--- config.mk ---
export PLATFORM = sky130hd
export DESIGN_NAME = dvp_rx_capture_flat
export DESIGN_NICKNAME = d
export VERILOG_FILES = /design/src/rtl/dcasic_pkg.sv /design/src/rtl/dvp_rx_capture_if.sv /design/src/rtl/pxl_sfifo.sv /design/src/rtl/dvp_rx_capture.sv /design/src/flat_wrapper.sv
export SDC_FILE = /design/constraint.sdc
export NUM_CORES = 1
export LEC_CHECK = 0
export BUFFER_PORTS_ARGS = -buffer_cell sky130_fd_sc_hd__buf_2
export CAP_MARGIN = 20
export CELL_PAD_IN_SITES_DETAIL_PLACEMENT = 0
export CELL_PAD_IN_SITES_GLOBAL_PLACEMENT = 1
export CORE_UTILIZATION = 51
export CTS_CLUSTER_SIZE = 24
export DETAILED_ROUTE_END_ITERATION = 10
export GPL_ROUTABILITY_DRIVEN = 0
export MAX_ROUTING_LAYER = met4
export PLACE_DENSITY_LB_ADDON = 0.1
export SYNTH_ARGS = -nofsm -noshare
export SYNTH_HDL_FRONTEND = slang
export SYNTH_SLANG_ARGS = --single-unit
--- constraint.sdc ---
create_clock -name sys_clk -period 4.5 [get_ports sys_clk]
set_input_delay 0 -clock sys_clk [delete_from_list [all_inputs] [get_ports sys_clk]]
set_output_delay 0 -clock sys_clk [all_outputs]
set_load 0.01 [all_outputs]
--- src/rtl/dcasic_pkg.sv ---
`timescale 1ns/1ps
// dcasic shared types for the DVP camera receive path.
package dcasic_pkg;

    localparam int FRAME_W_DEF = 640;
    localparam int FRAME_H_DEF = 480;
    localparam int PXL_W_DEF   = 16;

    typedef enum logic [2:0] {
        IDLE,
        WAIT_VS,
        LINE,
        CAPT,
        DROP
    } dvp_st_e;

    typedef struct packed {
        logic                 sof;
        logic                 eol;
        logic [PXL_W_DEF-1:0] data;
    } pxl_beat_t;

endpackage

--- src/rtl/dvp_rx_capture_if.sv ---
`timescale 1ns/1ps
// Pixel stream towards the frame-buffer/DMA path.
interface dvp_rx_capture_if #(
    parameter int PXL_W = 16
);
    logic [PXL_W-1:0] pxl_data_o;
    logic             pxl_sof_o;
    logic             pxl_eol_o;
    logic             pxl_vld_o;
    logic             pxl_rdy_i;

    modport master (
        output pxl_data_o, pxl_sof_o, pxl_eol_o, pxl_vld_o,
        input  pxl_rdy_i
    );

    modport slave (
        input  pxl_data_o, pxl_sof_o, pxl_eol_o, pxl_vld_o,
        output pxl_rdy_i
    );
endinterface

--- src/rtl/pxl_sfifo.sv ---
`timescale 1ns/1ps
// Synchronous pixel-beat FIFO; a pop on full frees the slot for a same-cycle push.
module pxl_sfifo
    import dcasic_pkg::*;
#(
    parameter int DEPTH = 8
) (
    input  logic      sys_clk,
    input  logic      rst_n,
    input  logic      push_i,
    input  pxl_beat_t wdata_i,
    input  logic      pop_i,
    output pxl_beat_t rdata_o,
    output logic      full_o,
    output logic      empty_o
);
    localparam int AW = $clog2(DEPTH);

    pxl_beat_t   mem_q [DEPTH];
    logic [AW:0] wr_q, wr_d;
    logic [AW:0] rd_q, rd_d;
    logic        do_push;
    logic        do_pop;

    assign empty_o = (wr_q == rd_q);
    assign full_o  = (wr_q[AW] != rd_q[AW]) &&
                     (wr_q[AW-1:0] == rd_q[AW-1:0]);
    assign do_pop  = pop_i && !empty_o;
    assign do_push = push_i && (!full_o || do_pop);
    assign wr_d    = do_push ? wr_q + 1'b1 : wr_q;
    assign rd_d    = do_pop ? rd_q + 1'b1 : rd_q;
    assign rdata_o = empty_o ? '0 : mem_q[rd_q[AW-1:0]];

    always_ff @(posedge sys_clk) begin
        if (!rst_n) begin
            wr_q <= '0;
            rd_q <= '0;
        end else begin
            wr_q <= wr_d;
            rd_q <= rd_d;
            if (do_push) mem_q[wr_q[AW-1:0]] <= wdata_i;
        end
    end
endmodule

--- src/rtl/dvp_rx_capture.sv ---
`timescale 1ns/1ps
// DVP camera receive front-end: XCLK generation, pin sync, RGB565 assembly.
module dvp_rx_capture
    import dcasic_pkg::*;
#(
    parameter int DVP_DATA_W = 8,
    parameter int PXL_W      = 16,
    parameter int FRAME_W    = FRAME_W_DEF,
    parameter int FRAME_H    = FRAME_H_DEF,
    parameter int XCLK_DIV   = 6,
    parameter int FIFO_DEPTH = 8
) (
    input  logic                  sys_clk,
    input  logic                  rst_n,
    input  logic                  cap_en_i,
    output logic                  dvp_xclk_o,
    input  logic                  dvp_pclk_i,
    input  logic                  dvp_vsync_i,
    input  logic                  dvp_href_i,
    input  logic [DVP_DATA_W-1:0] dvp_d_i,
    dvp_rx_capture_if.master      pxl,
    output logic                  ovf_o,
    output logic                  fmt_err_o,
    output logic [15:0]           frame_cnt_o
);
    localparam int XW  = $clog2(XCLK_DIV);
    localparam int PCW = $clog2(FRAME_W + 1);
    localparam int LCW = $clog2(FRAME_H + 1);

    logic [XW-1:0] xcnt_q, xcnt_d;
    logic          xclk_q;

    assign xcnt_d = (xcnt_q == XW'(XCLK_DIV - 1)) ? '0 : xcnt_q + 1'b1;

    // xclk_q mirrors (xcnt_q < half) but is forced low in reset
    always_ff @(posedge sys_clk) begin
        if (!rst_n) begin
            xcnt_q <= '0;
            xclk_q <= 1'b0;
        end else begin
            xcnt_q <= xcnt_d;
            xclk_q <= (xcnt_d < XW'(XCLK_DIV / 2));
        end
    end

    assign dvp_xclk_o = xclk_q;

    logic [2:0]            pclk_q;
    logic [1:0]            vs_q;
    logic [1:0]            hr_q;
    logic [DVP_DATA_W-1:0] d1_q, d2_q;

    always_ff @(posedge sys_clk) begin
        if (!rst_n) begin
            pclk_q <= '0;
            vs_q   <= '0;
            hr_q   <= '0;
            d1_q   <= '0;
            d2_q   <= '0;
        end else begin
            pclk_q <= {pclk_q[1:0], dvp_pclk_i};
            vs_q   <= {vs_q[0], dvp_vsync_i};
            hr_q   <= {hr_q[0], dvp_href_i};
            d1_q   <= dvp_d_i;
            d2_q   <= d1_q;
        end
    end

    logic rise, vs_s2, hr_s2;
    logic vs_prev_q, vs_rise, vs_fall;

    assign rise    = pclk_q[1] & ~pclk_q[2];
    assign vs_s2   = vs_q[1];
    assign hr_s2   = hr_q[1];
    assign vs_rise = ~vs_prev_q & vs_s2;
    assign vs_fall = vs_prev_q & ~vs_s2;

    dvp_st_e               state_q;
    logic [DVP_DATA_W-1:0] hi_q;
    logic                  byte_odd_q;
    logic [PCW-1:0]        pix_cnt_q;
    logic [LCW-1:0]        line_cnt_q;
    logic                  sof_arm_q;
    logic                  push_q;
    pxl_beat_t             beat_q;
    logic                  ovf_q, fmt_err_q;
    logic [15:0]           frame_cnt_q;
    logic                  fifo_full, fifo_empty, pop, push_ok;
    pxl_beat_t             rd_beat;

    assign pop     = pxl.pxl_vld_o && pxl.pxl_rdy_i;
    assign push_ok = !fifo_full || pop;

    always_ff @(posedge sys_clk) begin
        if (!rst_n) begin
            state_q     <= IDLE;
            vs_prev_q   <= 1'b0;
            hi_q        <= '0;
            byte_odd_q  <= 1'b0;
            pix_cnt_q   <= '0;
            line_cnt_q  <= '0;
            sof_arm_q   <= 1'b0;
            push_q      <= 1'b0;
            beat_q      <= '0;
            ovf_q       <= 1'b0;
            fmt_err_q   <= 1'b0;
            frame_cnt_q <= '0;
        end else begin
            push_q <= 1'b0;
            if (rise) vs_prev_q <= vs_s2;
            unique case (state_q)
                IDLE: if (cap_en_i) state_q <= WAIT_VS;
                WAIT_VS: begin
                    if (!cap_en_i) begin
                        state_q <= IDLE;
                    end else if (rise && vs_fall) begin
                        line_cnt_q <= '0;
                        pix_cnt_q  <= '0;
                        byte_odd_q <= 1'b0;
                        sof_arm_q  <= 1'b1;
                        state_q    <= LINE;
                    end
                end
                LINE: if (rise) begin
                    if (hr_s2) begin
                        hi_q       <= d2_q;
                        byte_odd_q <= 1'b1;
                        pix_cnt_q  <= '0;
                        state_q    <= CAPT;
                    end else if (vs_rise) begin
                        if (line_cnt_q == LCW'(FRAME_H))
                            frame_cnt_q <= frame_cnt_q + 16'd1;
                        else
                            fmt_err_q <= 1'b1;
                        state_q <= cap_en_i ? WAIT_VS : IDLE;
                    end
                end
                CAPT: if (rise) begin
                    if (hr_s2 && !byte_odd_q) begin
                        hi_q       <= d2_q;
                        byte_odd_q <= 1'b1;
                    end else if (hr_s2) begin
                        push_q     <= 1'b1;
                        beat_q     <= {sof_arm_q,
                                       pix_cnt_q == PCW'(FRAME_W - 1),
                                       hi_q, d2_q};
                        sof_arm_q  <= 1'b0;
                        pix_cnt_q  <= pix_cnt_q + 1'b1;
                        byte_odd_q <= 1'b0;
                    end else begin
                        if (byte_odd_q || pix_cnt_q != PCW'(FRAME_W))
                            fmt_err_q <= 1'b1;
                        line_cnt_q <= line_cnt_q + 1'b1;
                        byte_odd_q <= 1'b0;
                        state_q    <= LINE;
                    end
                end
                DROP: if (rise && vs_rise)
                    state_q <= cap_en_i ? WAIT_VS : IDLE;
                default: state_q <= IDLE;
            endcase
            // a rejected write kills the rest of the frame
            if (push_q && !push_ok) begin
                state_q <= DROP;
                ovf_q   <= 1'b1;
            end
        end
    end

    pxl_sfifo #(
        .DEPTH (FIFO_DEPTH)
    ) u_fifo (
        .sys_clk (sys_clk),
        .rst_n   (rst_n),
        .push_i  (push_q),
        .wdata_i (beat_q),
        .pop_i   (pop),
        .rdata_o (rd_beat),
        .full_o  (fifo_full),
        .empty_o (fifo_empty)
    );

    assign pxl.pxl_vld_o  = !fifo_empty;
    assign pxl.pxl_data_o = PXL_W'(rd_beat.data);
    assign pxl.pxl_sof_o  = rd_beat.sof;
    assign pxl.pxl_eol_o  = rd_beat.eol;
    assign ovf_o          = ovf_q;
    assign fmt_err_o      = fmt_err_q;
    assign frame_cnt_o    = frame_cnt_q;
endmodule

--- src/flat_wrapper.sv ---
// flat-port wrapper written by rule: the top's interface ports become plain ports
module dvp_rx_capture_flat import dcasic_pkg::*;
#(
    parameter int DVP_DATA_W = 8,
    parameter int PXL_W      = 16,
    parameter int FRAME_W    = FRAME_W_DEF,
    parameter int FRAME_H    = FRAME_H_DEF,
    parameter int XCLK_DIV   = 6,
    parameter int FIFO_DEPTH = 8
)
  (sys_clk, rst_n, cap_en_i, dvp_xclk_o, dvp_pclk_i, dvp_vsync_i, dvp_href_i, dvp_d_i, ovf_o, fmt_err_o, frame_cnt_o, pxl_pxl_data_o, pxl_pxl_sof_o, pxl_pxl_eol_o, pxl_pxl_vld_o, pxl_pxl_rdy_i);
  dvp_rx_capture_if #(.PXL_W(PXL_W)) pxl_i ();
  input  logic sys_clk;
  input  logic rst_n;
  input  logic cap_en_i;
  output logic dvp_xclk_o;
  input  logic dvp_pclk_i;
  input  logic dvp_vsync_i;
  input  logic dvp_href_i;
  input  logic [DVP_DATA_W-1:0] dvp_d_i;
  output logic ovf_o;
  output logic fmt_err_o;
  output logic [15:0] frame_cnt_o;
  output wire logic [$bits(pxl_i.pxl_data_o)-1:0] pxl_pxl_data_o;
  output wire logic [$bits(pxl_i.pxl_sof_o)-1:0] pxl_pxl_sof_o;
  output wire logic [$bits(pxl_i.pxl_eol_o)-1:0] pxl_pxl_eol_o;
  output wire logic [$bits(pxl_i.pxl_vld_o)-1:0] pxl_pxl_vld_o;
  input wire logic [$bits(pxl_i.pxl_rdy_i)-1:0] pxl_pxl_rdy_i;
  assign pxl_pxl_data_o = pxl_i.pxl_data_o;
  assign pxl_pxl_sof_o = pxl_i.pxl_sof_o;
  assign pxl_pxl_eol_o = pxl_i.pxl_eol_o;
  assign pxl_pxl_vld_o = pxl_i.pxl_vld_o;
  assign pxl_i.pxl_rdy_i = pxl_pxl_rdy_i;
  dvp_rx_capture #(.DVP_DATA_W(DVP_DATA_W), .PXL_W(PXL_W), .FRAME_W(FRAME_W), .FRAME_H(FRAME_H), .XCLK_DIV(XCLK_DIV), .FIFO_DEPTH(FIFO_DEPTH)) u_core (.sys_clk(sys_clk), .rst_n(rst_n), .cap_en_i(cap_en_i), .dvp_xclk_o(dvp_xclk_o), .dvp_pclk_i(dvp_pclk_i), .dvp_vsync_i(dvp_vsync_i), .dvp_href_i(dvp_href_i), .dvp_d_i(dvp_d_i), .pxl(pxl_i), .ovf_o(ovf_o), .fmt_err_o(fmt_err_o), .frame_cnt_o(frame_cnt_o));
endmodule
==> impl_metrics.json <==
{
  "status": "finished, final reports clean",
  "cts-buffers-inserted": 26,
  "ir_drop_mv": 0.314,
  "multi_input_area_um2": 3650,
  "antenna_cells": 0,
  "grtUsageMet1_pct": 26.2,
  "ys_async_sr_fraction_pct": 0,
  "synth.avg_cell_area_um2": 13.4,
  "rsz0062_at_grt": "no",
  "skew_ps": 9.41,
  "cts.repair.resized": 0,
  "fp.dieW_um": 145,
  "power_density_nw_per_um2": 399,
  "hold_viol_final": 0,
  "route.detailed.drc": 0,
  "hp-class": "primary input to flip-flop",
  "grt_util_all_layers_pct": 20.8,
  "numPortBuffers": 52,
  "fillers": 1531,
  "yosysWarnings": 0,
  "antenna_found_initial": 0,
  "syn_inst": 777,
  "io_pins": 53,
  "synth_cell_type_count": 67,
  "top_usage_layer": "met2",
  "min_period_ps": 2670,
  "htreeDepth": 1,
  "worst_slew_pin_slew_ps": 838,
  "synth_nets": 799,
  "die_h_um": 145,
  "startpoint_type": "flip-flop",
  "synth_area_leader_cell": "edfxtp_1",
  "cts-root-buf": "clkbuf_16",
  "grt_pass1_wl_mm": 32.4,
  "cap_violations": 0,
  "netlist.area_leader.share_pct": 41.7,
  "crit_type": "flip-flop to output port",
  "grt_max_degree": 47,
  "max_freq_mhz": 375,
  "p_leak_nw": 4.07,
  "postRouteAntennaNets": 0,
  "crit_required_ps": 4500,
  "coreArea_um2": 19700,
  "dp_hpwl_mm": 13.1,
  "crit_fanout": 21,
  "gr-usage-met2_pct": 35.7,
  "final_cell_mix": "144 x edfxtp_1, 107 x dfxtp_1, 73 x nand2_1",
  "clockBufferDepth": 3,
  "cts.sinks": 252,
  "row_count": 51,
  "setup_viol": 0,
  "grt_util_met3_pct": 2.91,
  "period_share_pct": 59.3,
  "ys_seq_area_share_pct": 62.5,
  "vias": 6327,
  "final_common_cell": "edfxtp_1",
  "synthTopCellsByArea": "edfxtp_1 42%, dfxtp_1 21%, mux4_2 7.8%",
  "clock_latency_ps": 510,
  "synth-edff-count": 144,
  "critPathArrivalTime_ps": 2670,
  "synthFlopType": "edfxtp_1",
  "drive_above_1_share_pct": 20.5,
  "slew_viol_final": 0,
  "seq_area_um2": 6490,
  "endpoint_kind": "output port",
  "ys_ff_latch": 252,
  "synth_area_um2": 10400,
  "relSlewSlack_pct": 44.2,
  "wl_per_cell_um": 17.8,
  "die_area_um2": 20900,
  "start_util_pct": 52.6,
  "power_mw": 4.77,
  "overflow": 0,
  "firstDrtPassIters": 5,
  "wl_mm": 20.2,
  "grt_pass1_vias": 6246,
  "setup_tns_ps": 0,
  "final_nets": 867,
  "drtIter0Drc": 286,
  "drt-vias-per-instance": 5.60,
  "post-cts-setup-buffers": 0,
  "cts_tree": "done",
  "clkSlewWorstSetupHoldPaths_ps": 60,
  "synthToLayoutAreaGrowth_pct": 15.2
}
==> layer usage <==
layer | vias to the layer above | share of wire, %
li1 | 3069 | -
met1 | 3122 | 45
met2 | 109 | 50
met3 | 27 | 3.5
met4 | 0 | 1.4
met5 | - | 0
==> registers in the layout (all words and copies together) (netlist names), named ones only <==
| signal | count |
|---|---|
| u_core.u_fifo.mem_q | 144 |
| u_core.beat_q | 18 |
| u_core.frame_cnt_o | 16 |
| u_core.pix_cnt_q | 10 |
| u_core.line_cnt_q | 9 |
| u_core.d1_q | 8 |
| u_core.d2_q | 8 |
| u_core.hi_q | 8 |
| u_core.u_fifo.rd_q | 4 |
| u_core.u_fifo.wr_q | 4 |
| u_core.pclk_q | 3 |
| u_core.state_q | 3 |
| u_core.xcnt_q | 3 |
| u_core.hr_q | 2 |
| u_core.vs_q | 2 |
| u_core.byte_odd_q | 1 |
| u_core.dvp_xclk_o | 1 |
| u_core.fmt_err_o | 1 |
| u_core.ovf_o | 1 |
| u_core.push_q | 1 |
| u_core.sof_arm_q | 1 |
| u_core.vs_prev_q | 1 |
==> synthesized netlist by cell type, types with 5 or more instances <==
| master | number |
|---|---|
| buf_4 | 7 |
| nand3_1 | 19 |
| o21ai_0 | 14 |
| mux4_2 | 36 |
| mux2i_1 | 44 |
| nor2_1 | 44 |
| clkbuf_1 | 16 |
| buf_2 | 12 |
| ha_1 | 7 |
| nand4_1 | 7 |
| o311ai_0 | 5 |
| nand3b_1 | 5 |
| a21oi_1 | 43 |
| nor3_1 | 13 |
| o41ai_1 | 5 |
| nor4_1 | 8 |
| dfxtp_1 | 108 |
| o31ai_1 | 9 |
| inv_1 | 19 |
| edfxtp_1 | 144 |
| or3_1 | 13 |
| and2_1 | 28 |
| nand2_1 | 73 |
| nand2b_1 | 19 |
==> worst max-delay path, cell delays in order (launching register included) <==
cell,delay [ps]
dfxtp_2,690
buf_4,480
mux4_2,580
mux2i_1,180
nor2_1,50
buf_2,150
==> through the flow <==
step                      hold slack [ps]  cells  area [um2]  worst slack, ps  utilization, %
after detailed placement              209   1068       10900             1990            55.4
after floorplan                       127    777       10400              886               -
after global routing                  226   1130       12000             1590            60.6
after global placement                206   1067       10900             2070            55.3
final                                 226   1130       12000             1830            60.6
after CTS                             202   1130       12000             1730            60.6
==> what timing repair did <==
item                                    CTS  global route
hold buffers                             14             0
endpoints found under the hold margin    29             0
endpoints found under the setup margin    0             0
==> where the power goes <==
| part | internal (mW) | switching [mW] | total, mW |
|---|---|---|---|
| Sequential | 2.43 | 0.0361 | 2.46 |
| Combinational | 0.0600 | 0.0627 | 0.123 |
| Clock | 1.33 | 0.846 | 2.18 |
| Total | 3.82 | 0.945 | 4.77 |
==> path summary, 6_finish.rpt <==
kind	from	end	slack, ps	depth (start not counted)
hold reg to reg	u_core.d1_q[4]	u_core.d2_q[4]	430	1
hold / removal	dvp_vsync_i	u_core.vs_q[0]	230	3
setup reg to reg	u_core.u_fifo.wr_q[1]	u_core.u_fifo.mem_q[1][11]	1990	5
setup / recovery	flip-flop	pxl_pxl_data_o[15]	1830	5
==> kinds of logic (layout without fill, tap and decap cells) <==
kind of cell	after synthesis	count (layout)	synth area share, %
AOI/OAI and AO/OA	105	105	7.01
xor gates and xnor gates	6	6	0.506
adders and majority gates	7	7	0.844
buffers and inverters	59	147	2.77
DFF	252	252	62.5
muxes	80	80	12.1
and+or+nand+nor	268	268	14.3
==> cell type report <==
class                      instances  share of cell area [%]
clock buffer                      35                    6.24
clock inverter                    13                    1.21
inverter                          19                   0.597
multi-input combinational        466                    30.5
sequential                       252                    54.3
tap                              265                    2.77
timing repair buffer              80                    4.40
(Power assumes the default switching activity.)
